--- config.mk ---
export PLATFORM = sky130hd
export DESIGN_NAME = battle_frame_sequencer
export DESIGN_NICKNAME = d
export VERILOG_FILES = /design/src/rtl/battle_frame_sequencer.sv
export SDC_FILE = /design/constraint.sdc
export NUM_CORES = 1
export LEC_CHECK = 0
export BUFFER_PORTS_ARGS = -buffer_cell sky130_fd_sc_hd__buf_4
export CAP_MARGIN = 10
export CORE_MARGIN = 5
export CORE_UTILIZATION = 57
export DETAILED_ROUTE_END_ITERATION = 8
export PLACE_DENSITY = 0.85
export SYNTH_ARGS = -nofsm -noshare
export SYNTH_HDL_FRONTEND = slang
export SYNTH_SLANG_ARGS = --single-unit
--- constraint.sdc ---
create_clock -name clk -period 5.4 [get_ports clk]
set_clock_uncertainty 0.05 [all_clocks]
set_input_delay 0.81 -clock clk [delete_from_list [all_inputs] [get_ports clk]]
set_output_delay 0.81 -clock clk [all_outputs]
set_load 0.02 [all_outputs]
--- src/rtl/battle_frame_sequencer.sv ---
// battle_frame_sequencer
//   Runs one battle frame per gameSCEN tick: front scan (BattleFront
//   Start/Done/Ack handshake), then damage, then movement. The scan results
//   stay latched for the damage and movement units until the next scan
//   completes. A tick that arrives while a frame is running is kept in a
//   one-deep pending slot; further ticks are counted as overruns. A phase
//   that waits TIMEOUT cycles parks the sequencer in a sticky FAULT state.
//
// Parameters
//   TIMEOUT           cycles allowed in any one waiting phase (1..65535)
//   FRAME_COUNT_INIT  reset value of frameCount (normally 0)
//   OVERRUN_INIT      reset value of overrunCount (normally 0)
//
// Ports
//   clk, rst                 clock, synchronous active-high reset
//   gameSCEN, run            frame tick and run enable (run=0 drops ticks)
//   frontDone                BattleFront Done (level)
//   friendlyFrontIn, enemyFrontIn, unitSelIn, enemySelIn   BattleFront results
//   damageDone, moveDone     completion from the damage / movement units
//   frontStart, frontAck     BattleFront Start (level) and Ack (1 cycle)
//   damageStart, moveStart   1-cycle start pulses
//   friendlyFront, enemyFront, unitDamageSelect, enemyDamageSelect  latched results
//   busy                     frame in progress (not IDLE, not FAULT)
//   frameDone                1-cycle pulse as a frame completes
//   frameCount               completed frames, wraps
//   overrunCount             dropped ticks, saturates at 255
//   fault                    sticky phase-timeout flag
module battle_frame_sequencer #(
  parameter int unsigned TIMEOUT          = 255,
  parameter logic [15:0] FRAME_COUNT_INIT = 16'd0,
  parameter logic [7:0]  OVERRUN_INIT     = 8'd0
) (
  input  logic        clk,
  input  logic        rst,
  input  logic        gameSCEN,
  input  logic        run,
  input  logic        frontDone,
  input  logic [8:0]  friendlyFrontIn,
  input  logic [8:0]  enemyFrontIn,
  input  logic [4:0]  unitSelIn,
  input  logic [4:0]  enemySelIn,
  input  logic        damageDone,
  input  logic        moveDone,
  output logic        frontStart,
  output logic        frontAck,
  output logic        damageStart,
  output logic        moveStart,
  output logic [8:0]  friendlyFront,
  output logic [8:0]  enemyFront,
  output logic [4:0]  unitDamageSelect,
  output logic [4:0]  enemyDamageSelect,
  output logic        busy,
  output logic        frameDone,
  output logic [15:0] frameCount,
  output logic [7:0]  overrunCount,
  output logic        fault
);

  typedef enum logic [2:0] {
    IDLE, SCAN, DMG_GO, DMG_WAIT, MOV_GO, MOV_WAIT, FIN, FAULT
  } state_t;

  // The phase times out on the cycle whose increment would make the counter
  // reach TIMEOUT, so a phase lasts at most TIMEOUT cycles.
  localparam logic [15:0] TIMEOUT_LAST = 16'(TIMEOUT - 1);

  state_t      state;
  logic        pending;
  logic [15:0] phase_cnt;

  logic tick;
  logic waiting;
  logic timeout_hit;
  logic overrun_inc;

  assign tick        = gameSCEN & run;
  assign waiting     = (state == SCAN) || (state == DMG_WAIT) || (state == MOV_WAIT);
  assign timeout_hit = waiting && (phase_cnt == TIMEOUT_LAST);

  // Ack must answer Done in the same cycle, so the handshake outputs are
  // decoded from the state register and frontDone. A timeout in the same
  // cycle wins, so no Ack is given then.
  assign frontAck   = (state == SCAN) && frontDone && !timeout_hit;
  assign frontStart = (state == SCAN) && !frontAck;

  // A live tick becomes an overrun whenever the pending slot is already full,
  // both mid-frame and in IDLE (where the pending frame is launched instead).
  assign overrun_inc = tick && (state != FAULT) && pending;

  // NOTE: sequential state uses non-blocking assignments only, so every
  // read below sees the value from before this clock edge.
  always_ff @(posedge clk) begin
    if (rst) begin
      state             <= IDLE;
      pending           <= 1'b0;
      phase_cnt         <= 16'd0;
      damageStart       <= 1'b0;
      moveStart         <= 1'b0;
      busy              <= 1'b0;
      frameDone         <= 1'b0;
      fault             <= 1'b0;
      frameCount        <= FRAME_COUNT_INIT;
      overrunCount      <= OVERRUN_INIT;
      friendlyFront     <= 9'h1FF;
      enemyFront        <= 9'd0;
      unitDamageSelect  <= 5'b10000;
      enemyDamageSelect <= 5'b10000;
    end else begin
      // Strobes default low; the transitions below raise them for one cycle.
      damageStart <= 1'b0;
      moveStart   <= 1'b0;
      frameDone   <= 1'b0;

      if (overrun_inc && (overrunCount != 8'hFF)) begin
        overrunCount <= overrunCount + 8'd1;
      end

      // IDLE always launches a frame when pending is set, so it can clear it.
      if (state == IDLE) begin
        pending <= 1'b0;
      end else if (tick && (state != FAULT)) begin
        pending <= 1'b1;
      end

      // Counts while waiting; transitions out of a waiting state clear it.
      phase_cnt <= waiting ? phase_cnt + 16'd1 : 16'd0;

      case (state)
        IDLE: begin
          if (tick || pending) begin
            state <= SCAN;
            busy  <= 1'b1;
          end
        end
        SCAN: begin
          if (timeout_hit) begin
            state     <= FAULT;
            fault     <= 1'b1;
            busy      <= 1'b0;
            phase_cnt <= 16'd0;
          end else if (frontDone) begin
            friendlyFront     <= friendlyFrontIn;
            enemyFront        <= enemyFrontIn;
            unitDamageSelect  <= unitSelIn;
            enemyDamageSelect <= enemySelIn;
            damageStart       <= 1'b1;
            state             <= DMG_GO;
            phase_cnt         <= 16'd0;
          end
        end
        DMG_GO: state <= DMG_WAIT;
        DMG_WAIT: begin
          if (timeout_hit) begin
            state     <= FAULT;
            fault     <= 1'b1;
            busy      <= 1'b0;
            phase_cnt <= 16'd0;
          end else if (damageDone) begin
            moveStart <= 1'b1;
            state     <= MOV_GO;
            phase_cnt <= 16'd0;
          end
        end
        MOV_GO: state <= MOV_WAIT;
        MOV_WAIT: begin
          if (timeout_hit) begin
            state     <= FAULT;
            fault     <= 1'b1;
            busy      <= 1'b0;
            phase_cnt <= 16'd0;
          end else if (moveDone) begin
            frameDone <= 1'b1;
            state     <= FIN;
            phase_cnt <= 16'd0;
          end
        end
        FIN: begin
          frameCount <= frameCount + 16'd1;
          busy       <= 1'b0;
          state      <= IDLE;
        end
        FAULT: state <= FAULT;
      endcase
    end
  end

endmodule

# After elaboration in Yosys (flattened, before gate mapping)
# Cells that the tools add are included.
# totals
reg_bits	77
wordCells	82
# classes
n_addsub	3
n_eq_ne	15
mux	22
n_bitwise	5
n_reduce_logical	23
# ops
op	count
2-to-1 mux 16 bit	7
case mux 16 bit (3 select lines)	1
adder 16 x 1 -> 16 bit, second input constant	2
case mux 3 bit (8 select lines)	1
2-to-1 mux 3 bit	7
== test 16 x 8 -> 1 bit, second input constant	1
== test 3 bit, second input constant	4
!= test 3 bit, second input constant	4
OR reduction 3 bit	4
adder 8 x 1 -> 8 bit, second input constant	1
!= test 8 bit, second input constant	1
logical AND 1 bit	7
== test 3 x 2 -> 1 bit, second input constant	2
AND reduction 3 bit	2
2-to-1 mux 1 bit	5
!= test 2 x 1 -> 1 bit, second input constant	2
NOT 1 bit	4
AND reduction 4 bit	1
== test 3 x 1 -> 1 bit, second input constant	1
zero test 3 bit	1
logical OR 1 bit	3
case mux 1 bit (3 select lines)	1
nonzero test 3 bit	1
zero test 1 bit	2
other kinds (3)	3

# Logic depth before layout (Yosys ltp)
# logic_depth
depth_word	8
depth_mapped	8

# Least setup slack after synthesis
# Ideal clock, no wire load.
# synth_timing
path_type	reg2out
from	register state[2]
to	output port frontStart
arrival_ns	1.812
slack_ns	2.728
stages_incl_launch_ff	6
cell_sequence	dfxtp_1 buf_2 a21bo_1 nor4_4 nand2_1 a211oi_1
# synth_via
elab_chain_cells	8
word_cells_on_any_way	11
# synth_lines
element	line_no	source
start: declaration	67	state_t state;
start signal: assignment	94	state <= IDLE;
start signal: assignment	131	state <= SCAN;
start signal: assignment	137	state <= FAULT;
== test 3 x 1 -> 1 bit / == test 3 x 2 -> 1 bit (equally long branches)	77, 83, 84	
logical OR 1 bit (2 in a row)	77	assign waiting = (state == SCAN) || (state == DMG_WAIT) || (state == MOV_WAIT);
logical AND 1 bit	78	assign timeout_hit = waiting && (phase_cnt == TIMEOUT_LAST);
zero test 1 bit	83	assign frontAck = (state == SCAN) && frontDone && !timeout_hit;
logical AND 1 bit	83	
zero test 1 bit	84	assign frontStart = (state == SCAN) && !frontAck;
logical AND 1 bit (*)	84	
end: declaration	44	output logic frontStart,
# Mark *: on every way between the ends. The rest lies on a longest branch, timed or not.

# Worst setup path in the final report
# layout_timing
from	register state[0]
to	output port frontStart
# Same word-level chain as after synthesis.

==> out/qor.yml <==
run_status:
  status: "finished clean"
clock_network:
  ctsResizeCount: 0
  cts.path.max_buffers: 2
  clock_latency_ns: 0.34
  htree_levels: 3
  clock-root-buffer: "clkbuf_8"
  cts_tree: "done"
  cts_hold_buffers: 0
  clkTransAtPathRegs_ns: 0.07
  cts.sinks: 77
  cts_setup_buffers: 0
  cts_buffers: 9
detailed_routing:
  wl_per_cell_um: 15.60
  drt-total-wl_mm: 8.936
  drtIter0Drc: 129
  antenna_left: 0
  via_per_inst: 5.852
  drc: 0
  first_pass_iters: 4
  vias: 3353
global_route:
  globalRouteMet1Util_pct: 27.43
  grt_pass1_vias: 3268
  grt_max_degree: 36
  grt_pass1_wl_mm: 15.21
  grt_usage_pct: 21.97
  grtUsageMet3_pct: 6.344
  met2_usage_pct: 36.46
  top_usage_layer: "met2"
  antenna_found_initial: 0
  overflow: 0
place:
  gp_congestion: 0.8587
  place_area_sq_um: 4312
  port_buffers: 93
  dp_hpwl_mm: 6.200
sta:
  finalCritPeriodShare_pct: 67.38
  setup_violations: 0
  worst_slew_pin_slew_ns: 0.9465
  fin_crit_ns: 3.639
  rsz0062_at_grt: "no"
  final_max_slew_viol_count: 0
  fin_setup_tns_ns: 0
  finalHoldViolCount: 0
  maxSlewHeadroom_pct: 36.43
  timing.fmax_mhz: 274.8
yosys:
  yosys_warnings: 0
  synth.net_count: 454
  syn_inst: 415
  synthTopCellsByCount: "dfxtp_1, nor2_1, nand3_1, o211ai_1, and3_1"
  synth.most_common_cell: "dfxtp_1"
  yosysUniqueCellTypes: 55
  syn_area_sq_um: 3631
  ys.flop_type: "dfxtp_1"
  async_reset_ff_share_pct: 0
  netlist.area_leader.share_pct: 42.45
  synthTopCellsByArea: "dfxtp_1, o211ai_1, nand3_1"
  synth_area_leader_cell: "dfxtp_1"
  synth_edf_count: 0
  synth_seq_cells: 77
  ys_seq_area_share_pct: 42.45
  synth.avg_cell_area_sq_um: 8.749
die:
  fp.coreArea_sq_um: 6277
  fp-row-count: 29
  chipHeight_um: 89.82
  die_x_um: 89.82
  pin_count: 94
  fp.dieArea_sq_um: 8067
  start_util_pct: 57.84
critical_path:
  cpLargestDelayFamily: "simple AND/OR/NAND/NOR gates"
  arrival_ns: 2.78
  critPathSlowestCell: "nor4_4"
  slowest_delay_ns: 0.79
  worst-path-max-fanout: 19
  startpoint: "state[0]"
  crit_chain: "a21bo_1, nor4_4, nand2_1, a211oi_1, buf_4"
  r2r_start: "state[0]"
  critPathBufInv: 1
  crit_path_end_kind: "output port"
  crit_type: "reg -> out"
  required_ns: 4.54
  start_kind: "register"
finish:
  nNetsFinal: 531
  multi_input_area_sq_um: 1882
  final-seq-area_sq_um: 1541
  drive_above_1_share_pct: 24.60
  fin_area_sq_um: 4544
  antenna_cells: 0
  area_delta_synth_final_pct: 25.16
  fillCellCount: 477
pwr:
  power.leakage_nw: 1.858
  ir_drop_uv: 227.7
  powerDensity_nw_per_um2: 297.5
flow_run:
  cap_violations: 0
worst_hold_path:
  hold_class: "reg -> reg"
  hp-start: "fault"
report_power, final:
group | switching [mW] | internal, mW | total (mW) | leakage, nW
Combinational | 0.121 | 0.0974 | 0.219 | 1.12
Sequential | 0.0367 | 0.600 | 0.636 | 0.623
Clock | 0.201 | 0.296 | 0.497 | 0.115
layout by cell type (no fill, tap or decap), types with 8 or more instances in the layout:
cell,count
dfxtp_1,77
inv_1,19
nor2_1,38
xnor2_1,14
xor2_1,11
buf_4,96
nand4_1,8
clkbuf_8,12
o21ai_0,21
a41oi_1,17
and3_1,22
a21oi_1,15
o211ai_1,23
nand3_1,32
nand2_1,16
nor3_1,11
per-layer routing:
layer,routed length [um],up-vias
met1,3871,1578
li1,-,1676
met2,4401,84
met3,515,15
met5,0,-
met4,148,0
cell type report:
cell class | instances | share of cell area, %
clock inverter | 3 | 1.487
tap | 77 | 2.120
clock buffer | 12 | 3.634
sequential | 77 | 33.92
multi-input combinational | 289 | 41.41
timing repair buffer | 96 | 15.86
inverter | 19 | 1.569
state kept, by name (all words and copies together), names as in the netlist:
| register | cells |
|---|---|
| unitDamageSelect | 5 |
| friendlyFront | 9 |
| state | 3 |
| busy | 1 |
| moveStart | 1 |
| enemyDamageSelect | 5 |
| damageStart | 1 |
| frameDone | 1 |
| overrunCount | 8 |
| enemyFront | 9 |
| frameCount | 16 |
| fault | 1 |
| phase_cnt | 16 |
| pending | 1 |
worst reg2reg max path, stage by stage, from the launching register on:
cell	delay, ns
dfxtp_1	0.52
a21bo_1	0.29
nor4_4	0.79
a21oi_1	0.51
o211ai_1	0.30
kinds of logic after synthesis:
kind of cell / synth area share (%)
AO/OA/AOI/OAI: 17.71
XOR/XNOR: 6.030
adder cells (fa/ha/maj): 1.378
buffers and inverters: 5.720
flip-flops: 42.45
multiplexers: 1.482
AND/OR/NAND/NOR: 25.22
stage by stage:
stage	instances	total power, mW	setup WS (ns)	hold slack [ns]	util [%]
final	573	1.352	1.761	0.4232	72.39
after CTS	573	1.361	1.781	0.4278	72.39
after floorplan	415	0.7827	2.728	0.3981	-
after detailed placement	558	0.8658	2.154	0.4101	68.69
after global placement	558	0.8599	2.248	0.4073	68.69
after global routing	573	1.412	1.571	0.4386	72.39
worst paths after layout:
check / to / slack, ns / depth (start not counted)
setup / recovery: frontStart / 1.76 / 5
hold / removal: fault / 0.42 / 1
setup reg to reg: friendlyFront[0] / 2.86 / 4
hold reg to reg: fault / 0.42 / 1
(Power assumes the default switching activity.)
